<file path="src/rtl/jls_pkg.sv">
// rtl/jls_pkg.sv - shared constants and FSM encoding for the JPEG-LS stream feeder
package jls_pkg;

    localparam int JLS_MIN_WIDTH  = 4;
    localparam int JLS_NEW_CYCLES = 368;

    typedef enum logic [2:0] {
        IDLE,
        PREAMBLE,
        STREAM,
        PAD,
        DISCARD,
        DONE
    } feeder_state_t;

endpackage

</file>
<file path="src/rtl/jls_lane_serializer.sv">
// rtl/jls_lane_serializer.sv - holds one input beat and hands out its used lanes one per clock
module jls_lane_serializer #(
    parameter int DATA_W   = 8,
    parameter int CHANNELS = 1
) (
    input  logic                         clk,
    input  logic                         rst_n,
    input  logic                         en,
    input  logic [2:0]                   used,
    input  logic                         s_valid,
    output logic                         s_ready,
    input  logic [CHANNELS*DATA_W-1:0]   s_data,
    output logic                         take,
    output logic                         pix_valid,
    output logic [DATA_W-1:0]            pix_data,
    output logic                         last_load
);

    logic [CHANNELS*DATA_W-1:0] beat_q, beat_d;
    logic [2:0]                 pending_q, pending_d;

    // Lane 0 goes straight out on acceptance; the register only keeps the lanes still owed.
    assign s_ready = en && (pending_q == 3'd0);
    assign take    = s_valid && s_ready;

    always_comb begin
        beat_d    = beat_q;
        pending_d = pending_q;
        pix_valid = 1'b0;
        pix_data  = '0;
        last_load = 1'b0;
        if (take) begin
            pix_valid = 1'b1;
            pix_data  = s_data[DATA_W-1:0];
            beat_d    = s_data >> DATA_W;
            pending_d = used - 3'd1;
            last_load = (used == 3'd1);
        end else if (pending_q != 3'd0) begin
            pix_valid = 1'b1;
            pix_data  = beat_q[DATA_W-1:0];
            beat_d    = beat_q >> DATA_W;
            pending_d = pending_q - 3'd1;
            last_load = (pending_q == 3'd1);
        end
    end

    always_ff @(posedge clk or negedge rst_n) begin
        if (!rst_n) begin
            beat_q    <= '0;
            pending_q <= '0;
        end else begin
            beat_q    <= beat_d;
            pending_q <= pending_d;
        end
    end

endmodule

</file>
<file path="src/rtl/jls_stream_feeder.sv">
// rtl/jls_stream_feeder.sv - turns a ready/valid pixel stream into the jls_encoder inew/ivalid/idata sequence
module jls_stream_feeder
    import jls_pkg::*;
#(
    parameter int MAXLEN_LEVEL = 12,
    parameter int DATA_W       = 8,
    parameter int CHANNELS     = 1,
    parameter int NEW_CYCLES   = JLS_NEW_CYCLES
) (
    input  logic                         clk,
    input  logic                         rst_n,
    input  logic                         start,
    input  logic [MAXLEN_LEVEL-1:0]      cfg_width,
    input  logic [15:0]                  cfg_height,
    input  logic                         s_valid,
    output logic                         s_ready,
    input  logic [CHANNELS*DATA_W-1:0]   s_data,
    input  logic                         s_last,
    output logic                         busy,
    output logic                         inew,
    output logic                         ivalid,
    output logic [DATA_W-1:0]            idata,
    output logic                         frame_done,
    output logic                         err_cfg,
    output logic                         err_short,
    output logic                         err_long
);

    localparam int PW = (NEW_CYCLES > 1) ? $clog2(NEW_CYCLES) : 1;
    localparam int L  = MAXLEN_LEVEL;

    feeder_state_t state_q, state_d;
    logic [L-1:0]  width_q, width_d, col_q, col_d;
    logic [15:0]   height_q, height_d, row_q, row_d;
    logic [PW-1:0] pre_q, pre_d;
    logic          final_out_q, final_out_d;
    logic          tag_short_q, tag_short_d, tag_long_q, tag_long_d, tag_fin_q, tag_fin_d;
    logic          busy_q, busy_d, inew_q, inew_d, ivalid_q, ivalid_d, frame_done_q, frame_done_d;
    logic          err_cfg_q, err_cfg_d, err_short_q, err_short_d, err_long_q, err_long_d;
    logic [DATA_W-1:0] idata_q, idata_d;

    logic          ser_en, ser_ready, take, ser_valid, ser_last;
    logic [DATA_W-1:0] ser_data;
    logic [2:0]    used;
    logic [L:0]    col_adv, col_wrap;
    logic          last_row, beat_final, at_final;

    // The cursor (col/row) tracks the next pixel position to be accepted, not issued.
    assign col_adv    = {1'b0, col_q} + (L+1)'(CHANNELS);
    assign col_wrap   = col_adv - {1'b0, width_q};
    assign last_row   = (row_q == height_q - 16'd1);
    assign beat_final = last_row && (col_adv >= {1'b0, width_q});
    assign at_final   = last_row && (col_q == width_q - 1'b1);
    assign used       = beat_final ? 3'(width_q - col_q) : 3'(CHANNELS);
    assign ser_en     = (state_q == STREAM) && !final_out_q;
    assign s_ready    = ser_ready || (state_q == DISCARD);

    jls_lane_serializer #(
        .DATA_W   (DATA_W),
        .CHANNELS (CHANNELS)
    ) u_ser (
        .clk       (clk),
        .rst_n     (rst_n),
        .en        (ser_en),
        .used      (used),
        .s_valid   (s_valid),
        .s_ready   (ser_ready),
        .s_data    (s_data),
        .take      (take),
        .pix_valid (ser_valid),
        .pix_data  (ser_data),
        .last_load (ser_last)
    );

    always_comb begin
        state_d     = state_q;
        width_d     = width_q;
        height_d    = height_q;
        col_d       = col_q;
        row_d       = row_q;
        pre_d       = pre_q;
        final_out_d = final_out_q;
        tag_short_d = tag_short_q;
        tag_long_d  = tag_long_q;
        tag_fin_d   = tag_fin_q;
        ivalid_d    = 1'b0;
        idata_d     = '0;
        err_cfg_d   = 1'b0;
        case (state_q)
            IDLE: if (start) begin
                if (cfg_width < L'(JLS_MIN_WIDTH) || cfg_height == 16'd0) begin
                    err_cfg_d = 1'b1;
                end else begin
                    width_d     = cfg_width;
                    height_d    = cfg_height;
                    col_d       = '0;
                    row_d       = '0;
                    pre_d       = '0;
                    final_out_d = 1'b0;
                    state_d     = PREAMBLE;
                end
            end
            PREAMBLE: begin
                if (pre_q == PW'(NEW_CYCLES - 1)) state_d = STREAM;
                else                              pre_d   = pre_q + 1'b1;
            end
            STREAM: begin
                if (final_out_q) begin
                    state_d = DONE;
                end else begin
                    if (take) begin
                        tag_short_d = s_last && !beat_final;
                        tag_long_d  = beat_final && !s_last;
                        tag_fin_d   = beat_final && s_last;
                        if (col_adv >= {1'b0, width_q}) begin
                            col_d = col_wrap[L-1:0];
                            row_d = row_q + 16'd1;
                        end else begin
                            col_d = col_adv[L-1:0];
                        end
                    end
                    ivalid_d = ser_valid;
                    idata_d  = ser_data;
                    if (ser_last) begin
                        if (tag_short_d)      state_d     = PAD;
                        else if (tag_long_d)  state_d     = DISCARD;
                        else if (tag_fin_d)   final_out_d = 1'b1;
                    end
                end
            end
            PAD: begin
                if (final_out_q) begin
                    state_d = DONE;
                end else begin
                    ivalid_d = 1'b1;
                    if (at_final) begin
                        final_out_d = 1'b1;
                    end else if (col_q == width_q - 1'b1) begin
                        col_d = '0;
                        row_d = row_q + 16'd1;
                    end else begin
                        col_d = col_q + 1'b1;
                    end
                end
            end
            DISCARD: if (s_valid && s_last) state_d = DONE;
            DONE:    state_d = IDLE;
            default: state_d = IDLE;
        endcase
        inew_d       = (state_d == PREAMBLE);
        busy_d       = (state_d != IDLE);
        frame_done_d = (state_d == DONE);
        err_short_d  = take && s_last && !beat_final;
        err_long_d   = take && beat_final && !s_last;
    end

    always_ff @(posedge clk or negedge rst_n) begin
        if (!rst_n) begin
            state_q      <= IDLE;
            width_q      <= '0;
            height_q     <= '0;
            col_q        <= '0;
            row_q        <= '0;
            pre_q        <= '0;
            final_out_q  <= 1'b0;
            tag_short_q  <= 1'b0;
            tag_long_q   <= 1'b0;
            tag_fin_q    <= 1'b0;
            busy_q       <= 1'b0;
            inew_q       <= 1'b0;
            ivalid_q     <= 1'b0;
            idata_q      <= '0;
            frame_done_q <= 1'b0;
            err_cfg_q    <= 1'b0;
            err_short_q  <= 1'b0;
            err_long_q   <= 1'b0;
        end else begin
            state_q      <= state_d;
            width_q      <= width_d;
            height_q     <= height_d;
            col_q        <= col_d;
            row_q        <= row_d;
            pre_q        <= pre_d;
            final_out_q  <= final_out_d;
            tag_short_q  <= tag_short_d;
            tag_long_q   <= tag_long_d;
            tag_fin_q    <= tag_fin_d;
            busy_q       <= busy_d;
            inew_q       <= inew_d;
            ivalid_q     <= ivalid_d;
            idata_q      <= idata_d;
            frame_done_q <= frame_done_d;
            err_cfg_q    <= err_cfg_d;
            err_short_q  <= err_short_d;
            err_long_q   <= err_long_d;
        end
    end

    assign busy       = busy_q;
    assign inew       = inew_q;
    assign ivalid     = ivalid_q;
    assign idata      = idata_q;
    assign frame_done = frame_done_q;
    assign err_cfg    = err_cfg_q;
    assign err_short  = err_short_q;
    assign err_long   = err_long_q;

endmodule

</file>
<file path="config.mk">
export PLATFORM = sky130hd
export DESIGN_NAME = jls_stream_feeder
export DESIGN_NICKNAME = d
export VERILOG_FILES = /design/src/rtl/jls_pkg.sv /design/src/rtl/jls_lane_serializer.sv /design/src/rtl/jls_stream_feeder.sv
export SDC_FILE = /design/constraint.sdc
export NUM_CORES = 1
export LEC_CHECK = 0
export BUFFER_PORTS_ARGS = -buffer_cell sky130_fd_sc_hd__buf_2
export CORE_AREA = 2 2 143 145
export DETAILED_ROUTE_END_ITERATION = 8
export DIE_AREA = 0 0 145 147
export GPL_ROUTABILITY_DRIVEN = 0
export PLACE_DENSITY = 0.56
export SLEW_MARGIN = 20
export SYNTH_ARGS = -nofsm -noshare
export SYNTH_HDL_FRONTEND = slang
export SYNTH_SLANG_ARGS = --single-unit
</file>
<file path="constraint.sdc">
create_clock -name clk -period 12.5 [get_ports clk]
set_clock_uncertainty 0.15 [all_clocks]
set_input_delay 0.625 -clock clk [delete_from_list [all_inputs] [get_ports clk]]
set_output_delay 0.625 -clock clk [all_outputs]
set_load 0.02 [all_outputs]
</file>
# Word-level counts from Yosys, hierarchy flattened
# Index checks and enable logic that the tools add are counted.
# word_totals
register_bits,98
in_bits,41
output_inout_bits,16
word_cells,156
# classes
n_addsub,10
order_cmp,2
eq_ne,20
n_mux,70
bitwise_logic,2
reduce_logical,32
# op_table
operator,n
$mux W16,8
$mux W12,8
$mux W8,6
$pmux W16 S3,1
$mux W3,12
$pmux W12 S3,1
$mux W1,27
$mux W9,3
$pmux W9 S2,1
$add A16 B1 Y16 const B,1
$eq A16 B16 Y1,1
$logic_not A16 Y1,1
$ne A2 B2 Y1 const B,8
$sub A16 B1 Y16 const B,1
$pmux W3 S5,1
$add A12 B1 Y13 const B,1
$ge A13 B12 Y1,1
$logic_and A1 B1 Y1,13
$add A12 B1 Y12 const B,1
$eq A12 B12 Y1,1
$eq A3 B1 Y1 const B,4
$lt A12 B3 Y1 const B,1
$sub A12 B1 Y12 const B,1
$sub A12 B12 Y12,1
other kinds (20),32

# Logic depth before layout (Yosys ltp)
# logic_depth
word_depth,13
ltp_mapped,22

# By module
# Synthesis repeated with hierarchy kept, for this count alone.
# unflattened
hier_cells,728
area_unflattened_um2,6217.2
# by_module_without_submodules
module,instances,cells_per_inst,area_each_um2,seq_area_each_um2
jls_stream_feeder,1,691,5891.9,2177.1
jls_lane_serializer,1,37,325.3,75.1

# Least setup slack after synthesis
# OpenSTA, ideal clock, no wires.
# synth_timing
path_type,reg2reg
start,register col_q[0] (netlist name)
end,register pre_q[8]
setup_ps,132
arrival_time_ps,4328
setup_slack_ps,7890
stages_incl_launch_ff,23
path_cell_list,dfrtp_1 -> ha_1 -> and3_1 -> nand3_1 -> nor2_1 -> and3_1 -> xor2_1 -> ha_1 -> a2111oi_0 -> or3_1 -> a31oi_1 -> and2_1 -> clkbuf_2 -> nand2_1 -> ha_1 -> or2_2 -> nand3_1 -> a32oi_1 -> o211a_1 -> and3_1 -> nand4_1 -> xor2_1 -> nor2_1
# synth_lines
item,line_no,source
"end signal, assigned",jls_stream_feeder.sv:183,pre_q <= pre_d;
"end, declared",jls_stream_feeder.sv:35,"logic [PW-1:0] pre_q, pre_d;"

==> out/metrics.csv <==
metric,value,unit
worst rel slew slack,0.453,
die height,147,µm
vias in the first global route,4994,
Post-Route WL,15300,µm
Routed WL per cell,15.1,µm
max_cap viols,0,
Critical Path AT,5380,ps
PostCTS Resize Cnt,0,
most numerous cell in the Yosys netlist,nand2_1,
later-pin clock latency in the skew report,350,ps
CP max-delay cell,dfrtp_1,
Via density,4.99,
largest cells by area after synthesis,"dfrtp_1 (37%), nand2_1 (6.2%), xnor2_1 (5.2%)",
"Top FF cell, synth",dfrtp_1,
met2 routed WL,7550,µm
YS warnings,0,
TritonCTS clock tree,done,
Post-Place Cell Area,6550,µm²
ANT cells,0,
CTS root buf,clkbuf_16,
status,completed,
largest net degree at the start of global routing,64,
Initial Util,0.304,
pwr/cell area,145,nW/µm²
VDD IR max,69.2,µV
Total GRT Usage,0.148,
1st-iter DRT viols,292,
largest area contributor in the netlist,dfrtp_1,
port bufs,56,
clock sinks,90,
via count,5059,
TNS Setup,0,ps
Remaining DRCs,0,
synthesized area,6040,µm²
dpl hpwl,11400,µm
CORE AREA,19800,µm²
post-route cell area,6830,µm²
setup bufs post-CTS,0,
worst-margin pin slew,819,ps
Met3 Routed Length,378,µm
crit-path cells,"ha_1, and3_1, nand3_1, nor2_1, and3_1, xor2_1, ha_1, a2111oi_0, or3_1, a31oi_1, and2_1, nand2_1, ha_1, or2_2, nand3_1, a32oi_1, o211a_1, and3_1, nand2_1, xor2_1, nor2_1",
DIE AREA,21300,µm²
Synth async-reset ratio,1.00,
Fmax,188,MHz
origin of the critical flop-to-flop path,col_q[0],
Longest Clk Path Bufs,2,
io pins,57,
Worst EP required,12560,ps
Seq cells post-synth,90,
Setup-failing EPs final,0,
syn nets,765,
drt first pass iters,4,
Startpoint Class,register,
RSZ-0062 raised after global routing,no,
total grt overflow,0,
top routing layer in use,met4,
Worst Hold Class,in -> async,
layout cells sized above 1,0.124,
fin crit period,5310,ps
register area share after synthesis,0.373,
Worst setup EP type,register,
total CTS buffers,9,
final hold violation count,0,
WHS,51.5,ps
Setup CP Type,reg -> reg,
crit-path max FO,7,
Syn Area/Cell,8.64,µm²
post-cts hold buffer count,0,
ANT nets after route,0,
list of most frequent post-synthesis cells,"nand2_1 (100), dfrtp_1 (90), o21ai_0 (48)",
Tcrit/Tclk final,0.425,
top-area cell type share of the netlist area,0.373,
M1 WL,7240,µm
synth-to-layout area growth,13.0,%
Post-synth EDFFs,0,
H-tree lvl count,3,
count of pins over their slew limit,0,
CP peak stage delay,440,ps
"Net count, final",804,
capturing point of the worst reg2reg path,pre_q[5],
leakage,3.00,nW
initial antenna violation count,0,
Worst-path clk slew,70,ps
row cnt,52,
Syn Inst Count,699,
Die X,145,µm
count of cell types in the netlist,74,
global-route wire length before repair,25500,µm
r2r worst-path depth,21,
flop-to-flop setup slack,7190,ps
[worst max-delay path, delay by kind of cell, from the launching register on]
family / cells / cell delay, ps
simple gates: 12 / 2690
compound gates: 4 / 890
fa+ha+maj: 3 / 660
flops: 1 / 440
xor+xnor: 2 / 330
[worst max-delay path by stage]
stage / cells after the start / start / slack (ps) / to
3_3_place_gp: 21 / col_q[0] / 7430 / pre_q[5]
6_report: 21 / col_q[0] / 7190 / pre_q[5]
4_1_cts: 21 / col_q[0] / 7190 / pre_q[5]
2_1_floorplan: 22 / col_q[0] / 7890 / pre_q[8]
3_5_place_dp: 21 / col_q[0] / 7220 / pre_q[5]
5_1_grt: 21 / col_q[0] / 6610 / pre_q[5]
[layer usage]
metal / track usage / vias to the layer above
li1: - / 2557
met1: 0.193 / 2435
met2: 0.250 / 58
met3: 0.0270 / 9
met4: 0.0470 / 0
met5: 0 / -
[power breakdown]
| group | total (mW) | switching, mW | internal (mW) |
|---|---|---|---|
| combinational | 0.329 | 0.188 | 0.141 |
| sequential | 0.401 | 0.0661 | 0.334 |
| clock | 0.259 | 0.123 | 0.136 |
| total | 0.988 | 0.377 | 0.611 |
[cell families (layout without fill, tap and decap cells)]
family	Yosys count	in the layout	share of synthesized area
xor+xnor	62	62	0.0899
buf+inv	64	108	0.0429
compound gates	141	141	0.158
flops	90	90	0.373
fa+ha+maj	25	25	0.0543
simple gates	310	310	0.269
mux	7	7	0.0128
[metrics by stage]
step / setup WS [ps] / utilization / power [mW] / std cells
after floorplan: 7890 / - / 0.646 / 699
after global placement: 7430 / 0.330 / 0.733 / 997
after detailed placement: 7220 / 0.330 / 0.735 / 997
after CTS: 7190 / 0.344 / 0.998 / 1013
after global routing: 6610 / 0.344 / 1.06 / 1013
final: 7190 / 0.344 / 0.988 / 1013
[layout by cell type, fill, tap and decap left out, types with 9 or more instances in the layout]
cell type	n
xnor2_1	36
and3_1	18
nand2b_1	10
nor3_1	12
a21oi_1	19
nor4_1	14
dfrtp_1	90
o31ai_1	9
clkbuf_16	9
o21ai_0	48
ha_1	23
nand2_1	100
a31oi_1	12
nor2_1	44
nor2b_1	10
nor3b_1	9
nand3_1	25
inv_1	33
nand4_1	15
buf_2	55
xor2_1	26
and2_1	16
[state kept, by name, indices dropped and copies added, names as in the netlist]
signal           cells
busy                 1
col_q               12
err_cfg              1
err_long             1
err_short            1
final_out_q          1
frame_done           1
height_q            16
idata                8
inew                 1
ivalid               1
pre_q                9
row_q               16
state_q              3
tag_fin_q            1
tag_long_q           1
tag_short_q          1
u_ser.pending_q      3
width_q             12
[final cells by class]
| type | instances | area, µm² |
|---|---|---|
| Tap cell | 270 | 338 |
| Fill cell | 2082 | 13000 |
| Clock buffer | 9 | 225 |
| Clock inverter | 7 | 52.6 |
| Timing Repair Buffer | 59 | 305 |
| Sequential cell | 90 | 2250 |
| Multi-Input combinational cell | 545 | 3530 |
| Inverter | 33 | 124 |
Power figures use the tool's default switching activity.
